==> src/rtl/prt_dptx_pkg.sv <==
// Shared types and constants for the DP TX link bring-up sequencer.
package prt_dptx_pkg;

    typedef enum logic [2:0] {
        ST_IDLE     = 3'd0,
        ST_CR       = 3'd1,
        ST_EQ       = 3'd2,
        ST_IDLE_PAT = 3'd3,
        ST_VID      = 3'd4
    } lnk_seq_sta_t;

    localparam logic [1:0] P_TPS_NONE = 2'd0;
    localparam logic [1:0] P_TPS1     = 2'd1;
    localparam logic [1:0] P_TPS2     = 2'd2;
    localparam logic [1:0] P_TPS3     = 2'd3;

    typedef struct packed {
        logic       trn_sel;
        logic [1:0] tps;
        logic       scrm_en;
        logic       vid_en;
    } lnk_ctl_t;

    // Link control word presented while sitting in state s.
    function automatic lnk_ctl_t ctl_for(lnk_seq_sta_t s, logic tps3);
        lnk_ctl_t c;
        c = '0;
        case (s)
            ST_CR: begin
                c.trn_sel = 1'b1;
                c.tps     = P_TPS1;
            end
            ST_EQ: begin
                c.trn_sel = 1'b1;
                c.tps     = tps3 ? P_TPS3 : P_TPS2;
            end
            ST_IDLE_PAT: begin
                c.scrm_en = 1'b1;
            end
            ST_VID: begin
                c.scrm_en = 1'b1;
                c.vid_en  = 1'b1;
            end
            default: c = '0;
        endcase
        return c;
    endfunction

endpackage

==> src/rtl/prt_dptx_lnk_seq.sv <==
// DP TX link bring-up sequencer: CR training, EQ training, idle pattern,
// then active video. Abortable by STOP, restartable by START, and each
// training phase is bounded by a timeout.
//
// state    | meaning
// ---------+-------------------------------------------------
// IDLE     | link off, waiting for START
// CR       | clock-recovery training, TPS1
// EQ       | channel equalisation, TPS2 or TPS3
// IDLE_PAT | scrambled idle pattern, counting BS strobes
// VID      | active video
module prt_dptx_lnk_seq
    import prt_dptx_pkg::*;
#(
    parameter int P_TMR_W   = 24,
    parameter int P_TMO     = 1_000_000,
    parameter int P_IDLE_BS = 8
) (
    input  logic       CLK_IN,
    input  logic       RST_IN,
    input  logic       CMD_START_IN,
    input  logic       CMD_NEXT_IN,
    input  logic       CMD_STOP_IN,
    input  logic       CMD_LANES_IN,
    input  logic       CMD_TPS3_IN,
    input  logic       LNK_BS_IN,
    output logic       CTL_LANES_OUT,
    output logic       CTL_TRN_SEL_OUT,
    output logic [1:0] CTL_TPS_OUT,
    output logic       CTL_SCRM_EN_OUT,
    output logic       CTL_VID_EN_OUT,
    output logic [2:0] STA_STATE_OUT,
    output logic       STA_BUSY_OUT,
    output logic       STA_TMO_OUT
);

    localparam logic [P_TMR_W-1:0] TMR_LAST = P_TMR_W'(P_TMO - 1);
    localparam logic [7:0]         BS_LAST  = 8'(P_IDLE_BS - 1);

    lnk_seq_sta_t       state;
    lnk_seq_sta_t       nxt;
    lnk_ctl_t           ctl;
    logic               lanes;
    logic               tps3;
    logic               tmo;
    logic               busy;
    logic [P_TMR_W-1:0] tmr;
    logic [7:0]         bs_cnt;
    logic               accept_start;
    logic               tmo_hit;
    logic               nxt_tps3;

    // Next-state decode: STOP beats START, START beats NEXT/timeout,
    // and NEXT beats a timeout landing on the same cycle.
    always_comb begin
        nxt          = state;
        accept_start = 1'b0;
        tmo_hit      = 1'b0;
        if (CMD_STOP_IN) begin
            nxt = ST_IDLE;
        end else if (CMD_START_IN) begin
            nxt          = ST_CR;
            accept_start = 1'b1;
        end else begin
            case (state)
                ST_CR: begin
                    if (CMD_NEXT_IN) begin
                        nxt = ST_EQ;
                    end else if (tmr == TMR_LAST) begin
                        nxt     = ST_IDLE;
                        tmo_hit = 1'b1;
                    end
                end
                ST_EQ: begin
                    if (CMD_NEXT_IN) begin
                        nxt = ST_IDLE_PAT;
                    end else if (tmr == TMR_LAST) begin
                        nxt     = ST_IDLE;
                        tmo_hit = 1'b1;
                    end
                end
                ST_IDLE_PAT: begin
                    if (LNK_BS_IN && bs_cnt == BS_LAST) nxt = ST_VID;
                end
                ST_IDLE, ST_VID: nxt = state;
                default:         nxt = ST_IDLE;
            endcase
        end
        nxt_tps3 = accept_start ? CMD_TPS3_IN : tps3;
    end

    // State, latched command options, timer, BS counter and registered outputs.
    always_ff @(posedge CLK_IN or posedge RST_IN) begin
        if (RST_IN) begin
            state  <= ST_IDLE;
            ctl    <= '0;
            lanes  <= 1'b0;
            tps3   <= 1'b0;
            tmo    <= 1'b0;
            busy   <= 1'b0;
            tmr    <= '0;
            bs_cnt <= '0;
        end else begin
            state <= nxt;
            ctl   <= ctl_for(nxt, nxt_tps3);
            busy  <= (nxt != ST_IDLE);

            if (accept_start) begin
                lanes <= CMD_LANES_IN;
                tps3  <= CMD_TPS3_IN;
                tmo   <= 1'b0;
            end else if (tmo_hit) begin
                tmo <= 1'b1;
            end

            if (accept_start || (state == ST_CR && nxt == ST_EQ)) begin
                tmr <= '0;
            end else if ((state == ST_CR || state == ST_EQ) && tmr != TMR_LAST) begin
                tmr <= tmr + P_TMR_W'(1);
            end

            if (state == ST_EQ && nxt == ST_IDLE_PAT) begin
                bs_cnt <= '0;
            end else if (state == ST_IDLE_PAT && LNK_BS_IN && bs_cnt != 8'hFF) begin
                bs_cnt <= bs_cnt + 8'd1;
            end
        end
    end

    assign CTL_LANES_OUT   = lanes;
    assign CTL_TRN_SEL_OUT = ctl.trn_sel;
    assign CTL_TPS_OUT     = ctl.tps;
    assign CTL_SCRM_EN_OUT = ctl.scrm_en;
    assign CTL_VID_EN_OUT  = ctl.vid_en;
    assign STA_STATE_OUT   = state;
    assign STA_BUSY_OUT    = busy;
    assign STA_TMO_OUT     = tmo;

endmodule

==> config.mk <==
export PLATFORM = sky130hd
export DESIGN_NAME = prt_dptx_lnk_seq
export DESIGN_NICKNAME = d
export VERILOG_FILES = /design/src/rtl/prt_dptx_pkg.sv /design/src/rtl/prt_dptx_lnk_seq.sv
export SDC_FILE = /design/constraint.sdc
export NUM_CORES = 1
export LEC_CHECK = 0
export BUFFER_PORTS_ARGS = -buffer_cell sky130_fd_sc_hd__buf_2
export CAP_MARGIN = 30
export CORE_MARGIN = 5
export CORE_UTILIZATION = 35
export CTS_CLUSTER_DIAMETER = 200
export CTS_CLUSTER_SIZE = 16
export DETAILED_ROUTE_END_ITERATION = 8
export PLACE_DENSITY = 0.5
export SLEW_MARGIN = 5
export SYNTH_ARGS = -nofsm -noshare
export SYNTH_HDL_FRONTEND = slang
export SYNTH_SLANG_ARGS = --single-unit
==> constraint.sdc <==
create_clock -name CLK_IN -period 2.5 [get_ports CLK_IN]
set_input_delay 0.125 -clock CLK_IN [delete_from_list [all_inputs] [get_ports CLK_IN]]
set_output_delay 0.125 -clock CLK_IN [all_outputs]
set_load 0.005 [all_outputs]
# Yosys cells after proc, flatten, opt, wreduce, memory -nomap -nowiden

Cells that the tools add are included.
Widths: inputs -> output; s select.

Register bits after elaboration: 44
Input port bits: 8
Output and inout port bits: 11
Logic and storage cells: 66

Add/subtract/negate cells: 2
Equal/unequal tests: 12
Mux-type cells: 25
Reduce and logical (&&, ||, !) cells: 16

Operator list:

| cell                  | count |
|---|---|
| $mux 24               | 2 |
| $add 24x1->24 const B | 1 |
| $eq 24x20->1 const B  | 1 |
| $ne 24x20->1 const B  | 1 |
| $mux 3                | 6 |
| $mux 8                | 2 |
| $mux 1                | 13 |
| $eq 3x2->1 const B    | 4 |
| $pmux 3 s4            | 1 |
| $add 8x1->8 const B   | 1 |
| $eq 8x3->1 const B    | 1 |
| $ne 8x8->1 const B    | 1 |
| $eq 3x1->1 const B    | 2 |
| $eq 3x3->1 const B    | 2 |
| $logic_and 1x1->1     | 6 |
| $pmux 3 s2            | 1 |
| $reduce_bool 2->1     | 3 |
| $reduce_or 2->1       | 3 |
| $logic_not 3->1       | 1 |
| $reduce_bool 3->1     | 1 |
| $logic_or 1x1->1      | 2 |

# Depth between registers and ports, before layout

Gate-level depths: netlist (run 1).

Depth after elaboration: 10
Depth in mapped cells: 8
Mapped depth without buffers: 7

# Worst setup path before layout (run 1)

No wires, ideal clock.

Path kind: reg2reg
Start point: register bs_cnt[4]
End point: register busy, in the netlist STA_BUSY_OUT
Setup time: 124 ps
Arrival time: 1652 ps
Required time: 2376 ps
Slack: 723 ps
Cell stages (with the launch flop): 7
Path buffers: 0
Clock period less this slack: 1777 ps
Cells stage by stage: dfrtp_1 -> or4_4 -> o21ai_2 -> a21oi_1 -> o21ba_4 -> inv_2 -> or2_1

Cells in the longest elaborated chain, start to end: 7

RTL lines:

| element                  | RTL line                | source |
|---|---|---|
| start: declaration       | prt_dptx_lnk_seq.sv:48  | `logic [7:0] bs_cnt;` |
| start signal: assignment | prt_dptx_lnk_seq.sv:125 | `bs_cnt <= bs_cnt + 8'd1;` |
| $eq 8x3->1               | prt_dptx_lnk_seq.sv:83  | `if (LNK_BS_IN && bs_cnt == BS_LAST) nxt = ST_VID;` |
| $logic_and 1x1->1        | prt_dptx_lnk_seq.sv:83  |  |
| $mux 3                   | prt_dptx_lnk_seq.sv:83  |  |
| $pmux 3 s4               | prt_dptx_lnk_seq.sv:65  | `case (state)` |
| $mux 3                   | prt_dptx_lnk_seq.sv:61  | `end else if (CMD_START_IN) begin` |
| $mux 3                   | prt_dptx_lnk_seq.sv:59  | `if (CMD_STOP_IN) begin` |
| net nxt[0]               | prt_dptx_lnk_seq.sv:41  | `lnk_seq_sta_t nxt;` |
| $reduce_bool 3->1        | prt_dptx_lnk_seq.sv:106 | `busy <= (nxt != ST_IDLE);` |
| end signal: assignment   | prt_dptx_lnk_seq.sv:106 |  |
| end: declaration         | prt_dptx_lnk_seq.sv:46  | `logic busy;` |

The timed path passes the listed nets, and every way through them passes these cells.
A chain may end at the register's enable or synchronous reset.

# Final worst setup path (run 1)

Start point: register tmr[0]
End point: register busy, in the netlist STA_BUSY_OUT

Cells in the longest elaborated chain, start to end: 7
Elaborated cells between the ends (all ways): 8
Classes of those cells: eq/ne (1); mux (6); reduce/logical (1)

RTL lines:

| element                          | RTL line                                       | source |
|---|---|---|
| start: declaration               | prt_dptx_lnk_seq.sv:47                         | `logic [P_TMR_W-1:0] tmr;` |
| start signal: assignment         | prt_dptx_lnk_seq.sv:119                        | `tmr <= tmr + P_TMR_W'(1);` |
| $eq 24x20->1 *                   | prt_dptx_lnk_seq.sv:69, prt_dptx_lnk_seq.sv:77 |  |
| $mux 3 *                         | prt_dptx_lnk_seq.sv:69, prt_dptx_lnk_seq.sv:77 |  |
| $mux 3, on equally long branches | prt_dptx_lnk_seq.sv:75, prt_dptx_lnk_seq.sv:67 |  |
| $pmux 3 s4 *                     | prt_dptx_lnk_seq.sv:65                         |  |
| $mux 3 *                         | prt_dptx_lnk_seq.sv:61                         |  |
| $mux 3 *                         | prt_dptx_lnk_seq.sv:59                         |  |
| net nxt[0]                       | prt_dptx_lnk_seq.sv:41                         |  |
| $reduce_bool 3->1 *              | prt_dptx_lnk_seq.sv:106                        |  |

The timed path passes the listed nets; every way through them passes the cells marked *.

==> results of run 1 <==
report_power, final:
| group | switching (uW) | leakage, uW | internal (uW) | total [uW] |
|---|---|---|---|---|
| logic | 76.9 | 0.000536 | 56.0 | 133 |
| registers | 27.5 | 0.000602 | 743 | 771 |
| clock network | 241 | 0.0000552 | 297 | 538 |
| total | 345 | 0.00119 | 1100 | 1440 |
sequential cells by signal, indices dropped and copies added (netlist names), 2 cells and up:
signal	count
tmr	24
CTL_TPS_OUT	2
bs_cnt	8
STA_STATE_OUT	3
through the flow:
step                      cells  cell area [um^2]  hold WS [ps]  utilization  power, uW
after detailed placement    326              2510           165        0.391        921
final                       335              2630          60.6        0.409       1440
after global placement      325              2490           359        0.388        912
after floorplan             234              2330           266            -        871
after global routing        335              2630          50.4        0.409       1520
after CTS                   335              2630          50.0        0.409       1470
routing by layer:
layer	global-route usage	vias up	wire [um]
met5	0	-	0
li1	-	863	-
met2	0.182	25	2170
met3	0.0281	4	149
met4	0.0302	0	45
met1	0.169	807	2310
cell families (layout without fill, tap and decap cells):
logic type	count (synthesis)	in the layout	synth area share
DFF	44	44	0.473
xor gates and xnor gates	27	27	0.102
and+or+nand+nor	109	109	0.264
adders and majority gates	2	2	0.0107
muxes	4	4	0.0177
AOI/OAI and AO/OA	31	31	0.0983
buffers and inverters	17	41	0.0344
synthesized netlist by cell type (3+ instances only):
cell      number  area, um^2
xor2_1         9        78.8
mux2i_1        3        30.0
o211ai_1       6        45.0
nand4_1        3        18.8
clkbuf_1       3        11.3
nor2b_1        3        18.8
nand2_1       11        41.3
o21ai_0        5        25.0
dfrtp_1       44        1100
or3_1          5        31.3
inv_1          9        33.8
xnor2_1       18         158
nand3_1        9        45.0
and3_1         4        25.0
a31oi_1        3        18.8
nor3_1        12        60.1
and4_1         3        26.3
a21oi_1        5        25.0
nor2_1        41         154
critical path, stage by stage (launching register included):
cell and delay [ps]:
dfrtp_1 410, ha_1 200, nand3_1 100, or3_1 470, o21ai_4 240, o21ba_4 200, inv_2 40, or2_1 210
final timing paths:
path | end | slack (ps) | cells after the start
worst max-delay path | STA_BUSY_OUT$_DFF_PP0_ | 540 | 7
worst min-delay path | CTL_LANES_OUT$_DFFE_PP0P_ | 60 | 2
worst max register to register | STA_BUSY_OUT$_DFF_PP0_ | 540 | 7
worst min register to register | STA_TMO_OUT$_DFFE_PP0P_ | 500 | 2
max in group asynchronous | tmr[5]$_DFFE_PP0P_ | 1620 | 4
min in group asynchronous | tmr[20]$_DFFE_PP0P_ | 380 | 3
final cells by class:
| class | instances | share of cell area |
|---|---|---|
| multi-input combinational | 173 | 0.436 |
| tap | 77 | 0.0366 |
| inverter | 11 | 0.0157 |
| sequential | 44 | 0.419 |
| timing repair buffer | 22 | 0.0514 |
| clock inverter | 2 | 0.0133 |
| clock buffer | 6 | 0.0276 |
what timing repair did:
action                                  4_1_cts  5_1_grt
hold buffers                                  1        0
endpoints found under the setup margin        0        0
hold endpoints to repair                     18        0
==> impl_metrics.toml, run 1 <==
[cells_and_area]
multi_input_area_um2 = 1150
final_common_cell = "dfrtp_1"
num_antenna_cells = 0
regArea_um2 = 1100
synthToLayoutAreaGrowth_pct = 12.9
mostFrequentLayoutCells = "dfrtp_1 (44), nor2_1 (41), xnor2_1 (18), buf_2 (18), nor3_1 (12)"
nets = 267
drive_above_1_share = 0.178
final.fill_count = 628

[synthesis]
ys_types = 51
ys.flop_type = "dfrtp_1"
synthesis.area_um2 = 2330
syn_nets = 244
yosys_warnings = 0
synthCells = 234
ys_ff_latch = 44
synthArstFlopShare = 1.00
postSynthAreaPerCell_um2 = 9.95
synth-edff-count = 0
yosysSeqAreaShare = 0.473

[critical_path]
worstSetupPathType = "flip-flop to flip-flop"
rr_startpoint = "tmr[0]$_DFFE_PP0P_"
cp.arrival_ps = 2150
worstPathRequired_ps = 2680
crit_fanout = 8
startpoint = "tmr[0]$_DFFE_PP0P_"
end_kind = "flip-flop"
critPathLaunchType = "flip-flop"

[clock_network]
cts-root-buf = "clkbuf_8"
cts_sinks = 44
h-tree-depth = 2
postCtsResizedCells = 0
worstSkewPairLatency_ps = 290
clock_path_buffers = 2
cts_tree = "yes"
post_cts_buffers = 0
clk_pin_slew_ps = 80
cts_buffers = 5

[timing]
rsz0062_at_grt = "no"
clock_skew_ps = 6.73
hold_violations = 0
fin_crit_sh = 0.786
fin_ws_ps = 535
post-route-min-period_ps = 1960
finalSetupViolCount = 0
slew-limit-headroom = 0.528
fmax_mhz = 509
tightest_slew_ps = 705
setup_tns_ps = 0
slew_viol_final = 0

[power_and_ir_drop]
p_per_area_nw_per_um2 = 548
max-vdd-ir-drop_v = 0.000241
power.leakage_uw = 0.00119

[grt]
first_global_vias = 1613
overflow = 0
track_usage = 0.119
grt_max_degree = 27
antenna_found_initial = 0
grt_pass1_wl_um = 8090

[die]
initial_core_util = 0.363
die_x_um = 91.6
coreArea_um2 = 6420
die_height_um = 91.6
placement_rows = 29
die_area_um2 = 8380
ios = 19

[flow_run]
max_cap_violations = 0

[drt]
ant_nets = 0
routed_wl_um = 4670
drcViolationCount = 0
vias = 1699
first_pass_iters = 5
wl_per_cell_um = 13.9
viasPerCell = 5.07
drtIter0Drc = 50

[placement]
place_ws_ps = 550
dpl.hpwl_um = 3290
numPortBuffers = 18
gp_congestion = 0.781

[status]
status = "finished, final reports clean"

[worst_hold_path]
min_path_type = "input pin to flip-flop"
worstHoldStart = "CMD_LANES_IN"
(Power assumes the default switching activity.)
==> run 2, diff against run 1 <==
- clock period: 2.5 -> 2.05 ns (I/O delays scaled with it)
==> run 2 against run 1 <==
Final area is 3.6% higher. Fmax increased by 3.2%. Hold slack got worse by 12 ps. Sequential cell count unchanged. Combinational power increased by 23%. Sequential power is 22% higher. Global-route usage fell by 0.17 points. Clock-buffer cell count is 1 lower. Wire length shrank 1.9%. First-iteration DRC count down 2.0%.
==> impl_metrics.toml, run 2 (synthesized netlist as in run 1, its figures left out) <==
[cells_and_area]
multi_input_area_um2 = 1160
synthToLayoutAreaGrowth_pct = 17.0
final.fill_count = 640
largest_register_ffs = 24
nets = 273
stdcell_count = 341
regArea_um2 = 1100
num_antenna_cells = 0
final_common_cell = "dfrtp_1"
top_register = "tmr"
mostFrequentLayoutCells = "dfrtp_1 (44), nor2_1 (41), xnor2_1 (18), buf_2 (18), nor3_1 (12)"
drive_above_1_share = 0.208

[power_and_ir_drop]
max-vdd-ir-drop_v = 0.000335
finalPower_uw = 2010
p_per_area_nw_per_um2 = 738
power.leakage_uw = 0.00124

[critical_path]
cp_num_buf_inv = 1
end_kind = "flip-flop"
cp.arrival_ps = 2080
cpPeakStageDelay_ps = 560
cp_cell_sequence = "or4_4 > o21ai_2 > a21oi_1 > o21ba_4 > inv_2 > or2_1"
worstSetupPathType = "flip-flop to flip-flop"
crit_family = "simple AND/OR/NAND/NOR gates"
cpMaxStageDelayCell = "or4_4"
critPathLaunchType = "flip-flop"
crit_fanout = 5
worstPathRequired_ps = 2230

[clock_network]
cts-root-buf = "clkbuf_8"
h-tree-depth = 2
clock_path_buffers = 2
cts_buffers = 5
cts_tree = "yes"
cts_sinks = 44
clk_pin_slew_ps = 90
worstSkewPairLatency_ps = 290

[grt]
grt_pass1_wl_um = 8070
grt_max_degree = 45
antenna_found_initial = 0
overflow = 0
track_usage = 0.117
first_global_vias = 1690

[die]
die_height_um = 91.6
die_area_um2 = 8380
coreArea_um2 = 6420
initial_core_util = 0.363
placement_rows = 29
ios = 19
die_x_um = 91.6

[timing]
post-route-min-period_ps = 1900
fmax_mhz = 525
rsz0062_at_grt = "no"
timing.hold.ws_ps = 48.3
slew-limit-headroom = 0.629
finalSetupViolCount = 0
slew_viol_final = 0
tightest_slew_ps = 557
clock_skew_ps = 9.94
fin_crit_sh = 0.929
hold_violations = 0
setup_tns_ps = 0

[status]
status = "finished, final reports clean"

[drt]
vias = 1710
drtIter0Drc = 49
wl_per_cell_um = 13.4
ant_nets = 0
drcViolationCount = 0
viasPerCell = 5.01
routed_wl_um = 4580
first_pass_iters = 4

[placement]
dpl.cell_count = 332
gp_congestion = 0.808
dpl.hpwl_um = 3170
numPortBuffers = 18

[flow_run]
max_cap_violations = 0

[worst_hold_path]
min_path_type = "input pin to flip-flop"
[run 2: worst register-to-register path, delay by kind of cell, from the launching register on]
kind            cells  cell delay [ps]
compound gates      3              550
flops               1              430
buf+inv             1               30
simple gates        2              770
[run 2: area by class of cell]
class                           count  share of cell area
Timing Repair Buffer               28              0.0616
Multi-Input combinational cell    173               0.425
Inverter                           11              0.0152
Sequential cell                    44               0.404
Tap cell                           77              0.0354
Clock inverter                      3              0.0331
Clock buffer                        5              0.0253
[run 2: where the power goes]
part	leakage (uW)	internal (uW)	switching, uW	total (uW)
Clock	0.0000784	609	301	910
Combinational	0.000563	69.9	93.4	163
Sequential	0.000602	907	30.1	937
Total	0.00124	1590	424	2010
[run 2: routing by layer]
| metal | routed length, um | GRT usage | vias up |
|---|---|---|---|
| li1 | - | - | 879 |
| met1 | 2330 | 0.167 | 808 |
| met2 | 2080 | 0.178 | 19 |
| met3 | 128 | 0.0264 | 4 |
| met4 | 49 | 0.0339 | 0 |
| met5 | 0 | 0 | - |
[run 2: path summary, 6_finish.rpt]
kind / startpoint / end / slack (ps) / depth (start not counted)
worst max-delay path: bs_cnt[4]$_DFFE_PP0P_ / STA_BUSY_OUT$_DFF_PP0_ / 150 / 6
worst min-delay path: CMD_LANES_IN / CTL_LANES_OUT$_DFFE_PP0P_ / 50 / 2
worst max register to register: bs_cnt[4]$_DFFE_PP0P_ / STA_BUSY_OUT$_DFF_PP0_ / 150 / 6
worst min register to register: tps3$_DFF_PP0_ / tps3$_DFF_PP0_ / 500 / 2
max in group asynchronous: RST_IN / STA_TMO_OUT$_DFFE_PP0P_ / 1180 / 4
min in group asynchronous: RST_IN / tmr[23]$_DFFE_PP0P_ / 490 / 4
[run 2: metrics by stage]
step / setup WS (ps) / instance area, um^2 / util
after floorplan: 273 / 2330 / -
after global placement: 142 / 2540 / 0.396
after detailed placement: 115 / 2540 / 0.396
after CTS: 96.1 / 2710 / 0.422
after global routing: 51.4 / 2720 / 0.424
final: 146 / 2720 / 0.424
[run 2: timing repair]
item,in CTS,in global routing
hold endpoints to repair,44,0
gates resized for setup,0,2
hold buffers,1,0
endpoints found under the setup margin,0,3
setup buffers,0,0
==> run 3, diff against run 2 <==
- CELL_PAD_IN_SITES_DETAIL_PLACEMENT: default -> 0
- CELL_PAD_IN_SITES_GLOBAL_PLACEMENT: default -> 1
- PLACE_DENSITY: 0.5 -> 0.61
==> run 3 against run 2 <==
Clock skew up 2.8 ps. Largest cell class unchanged. Critical path depth did not move. Via count increased by 2.2%. Wire length rose by 7.7%. Global-route usage rose by 0.92 points. Sequential share of layout area is 0.34 points higher. Cell count is the same. Total power is 6.0% lower. Hold slack worse by 18 ps.
==> impl_metrics.toml, run 3 (synthesized netlist as in run 1, its figures left out) <==
[critical_path]
critPathLaunchType = "flip-flop"
reg2reg_depth = 6
crit_fanout = 9
worstPathRequired_ps = 2250
end_kind = "flip-flop"
worstSetupPathType = "flip-flop to flip-flop"
rrSetupSlack_ps = 190
cp.arrival_ps = 2060

[clock_network]
clk_pin_slew_ps = 90
h-tree-depth = 2
cts_buffers = 5
cts_tree = "yes"
clock_path_buffers = 2
cts-root-buf = "clkbuf_8"
worstSkewPairLatency_ps = 300
cts_sinks = 44

[cells_and_area]
final.fill_count = 607
nets = 274
num_antenna_cells = 0
final_common_cell = "dfrtp_1"
synthToLayoutAreaGrowth_pct = 16.0
top_register = "tmr"
regArea_um2 = 1100
mostFrequentLayoutCells = "dfrtp_1 (44), nor2_1 (41), xnor2_1 (18), buf_2 (18), nor3_1 (12)"
multi_input_area_um2 = 1160
drive_above_1_share = 0.208
largest_register_ffs = 24
stdcell_count = 341

[die]
die_area_um2 = 8380
die_x_um = 91.6
ios = 19
placement_rows = 29
coreArea_um2 = 6420
initial_core_util = 0.363
die_height_um = 91.6

[timing]
fin_crit_sh = 0.909
tightest_slew_ps = 718
slew_viol_final = 0
hold_violations = 0
fmax_mhz = 537
slew-limit-headroom = 0.519
setup_tns_ps = 0
rsz0062_at_grt = "no"
fin_ws_ps = 187
clock_skew_ps = 12.7
finalSetupViolCount = 0
post-route-min-period_ps = 1860

[placement]
gp_congestion = 0.713
numPortBuffers = 18
place_ws_ps = 118
dpl.hpwl_um = 3450
dpl.cell_count = 333

[drt]
viasPerCell = 5.13
first_pass_iters = 4
drcViolationCount = 0
wl_per_cell_um = 14.5
routed_wl_um = 4930
drtIter0Drc = 62
vias = 1748
ant_nets = 0

[status]
status = "finished, final reports clean"

[power_and_ir_drop]
p_per_area_nw_per_um2 = 700
max-vdd-ir-drop_v = 0.000324
finalPower_uw = 1890
power.leakage_uw = 0.00123

[grt]
antenna_found_initial = 0
grt_max_degree = 25
overflow = 0
grt_pass1_wl_um = 8620
first_global_vias = 1771
track_usage = 0.127

[worst_hold_path]
min_path_type = "input pin to flip-flop"
hold_path_depth = 2

[flow_run]
max_cap_violations = 0
run 3: worst paths after layout:
| path | start | end |
|---|---|---|
| worst max-delay path | tmr[21]$_DFFE_PP0P_ | STA_BUSY_OUT$_DFF_PP0_ |
| worst min-delay path | CMD_LANES_IN | CTL_LANES_OUT$_DFFE_PP0P_ |
| worst max register to register | tmr[21]$_DFFE_PP0P_ | STA_BUSY_OUT$_DFF_PP0_ |
| worst min register to register | tps3$_DFF_PP0_ | tps3$_DFF_PP0_ |
| max in group asynchronous | RST_IN | tmr[5]$_DFFE_PP0P_ |
| min in group asynchronous | RST_IN | CTL_SCRM_EN_OUT$_DFF_PP0_ |
run 3: metrics by stage:
stage               instance area, um^2  hold WS, ps   util
floorplan                          2330          243      -
global placement                   2550         69.9  0.397
detailed placement                 2550         75.6  0.397
CTS                                2690         26.4  0.419
global route                       2700         22.1  0.421
finish                             2700         29.9  0.421
run 3: area by class of cell:
cell class / instances / area share
Multi-Input combinational cell: 173 / 0.429
Sequential cell: 44 / 0.408
Timing Repair Buffer: 29 / 0.0648
Tap cell: 77 / 0.0357
Clock buffer: 5 / 0.0255
Clock inverter: 2 / 0.0222
Inverter: 11 / 0.0153
run 3: timing repair:
item / 4_1_cts / 5_1_grt
endpoints found under the setup margin: 0 / 4
resized for setup: 0 / 2
endpoints found under the hold margin: 13 / 0
buffers inserted: 0 / 0
hold buffers: 1 / 0
run 3: power breakdown:
part           switching, uW  internal [uW]
registers               33.9            907
clock network            306            480
logic                   92.9           70.5
run 3: worst max-delay path: stages (launching register included):
cell	delay (ps)
dfrtp_1	420
nor4b_2	420
nand4_4	240
o21ai_4	260
o21ba_4	190
inv_2	30
or2_1	210
run 3: routing by layer:
layer  vias up  track usage  wire length, um
met1       837        0.163             2430
met4         0       0.0389               69
met3         7       0.0339              170
met5         -            0                0
met2        31        0.207             2270
li1        873            -                -
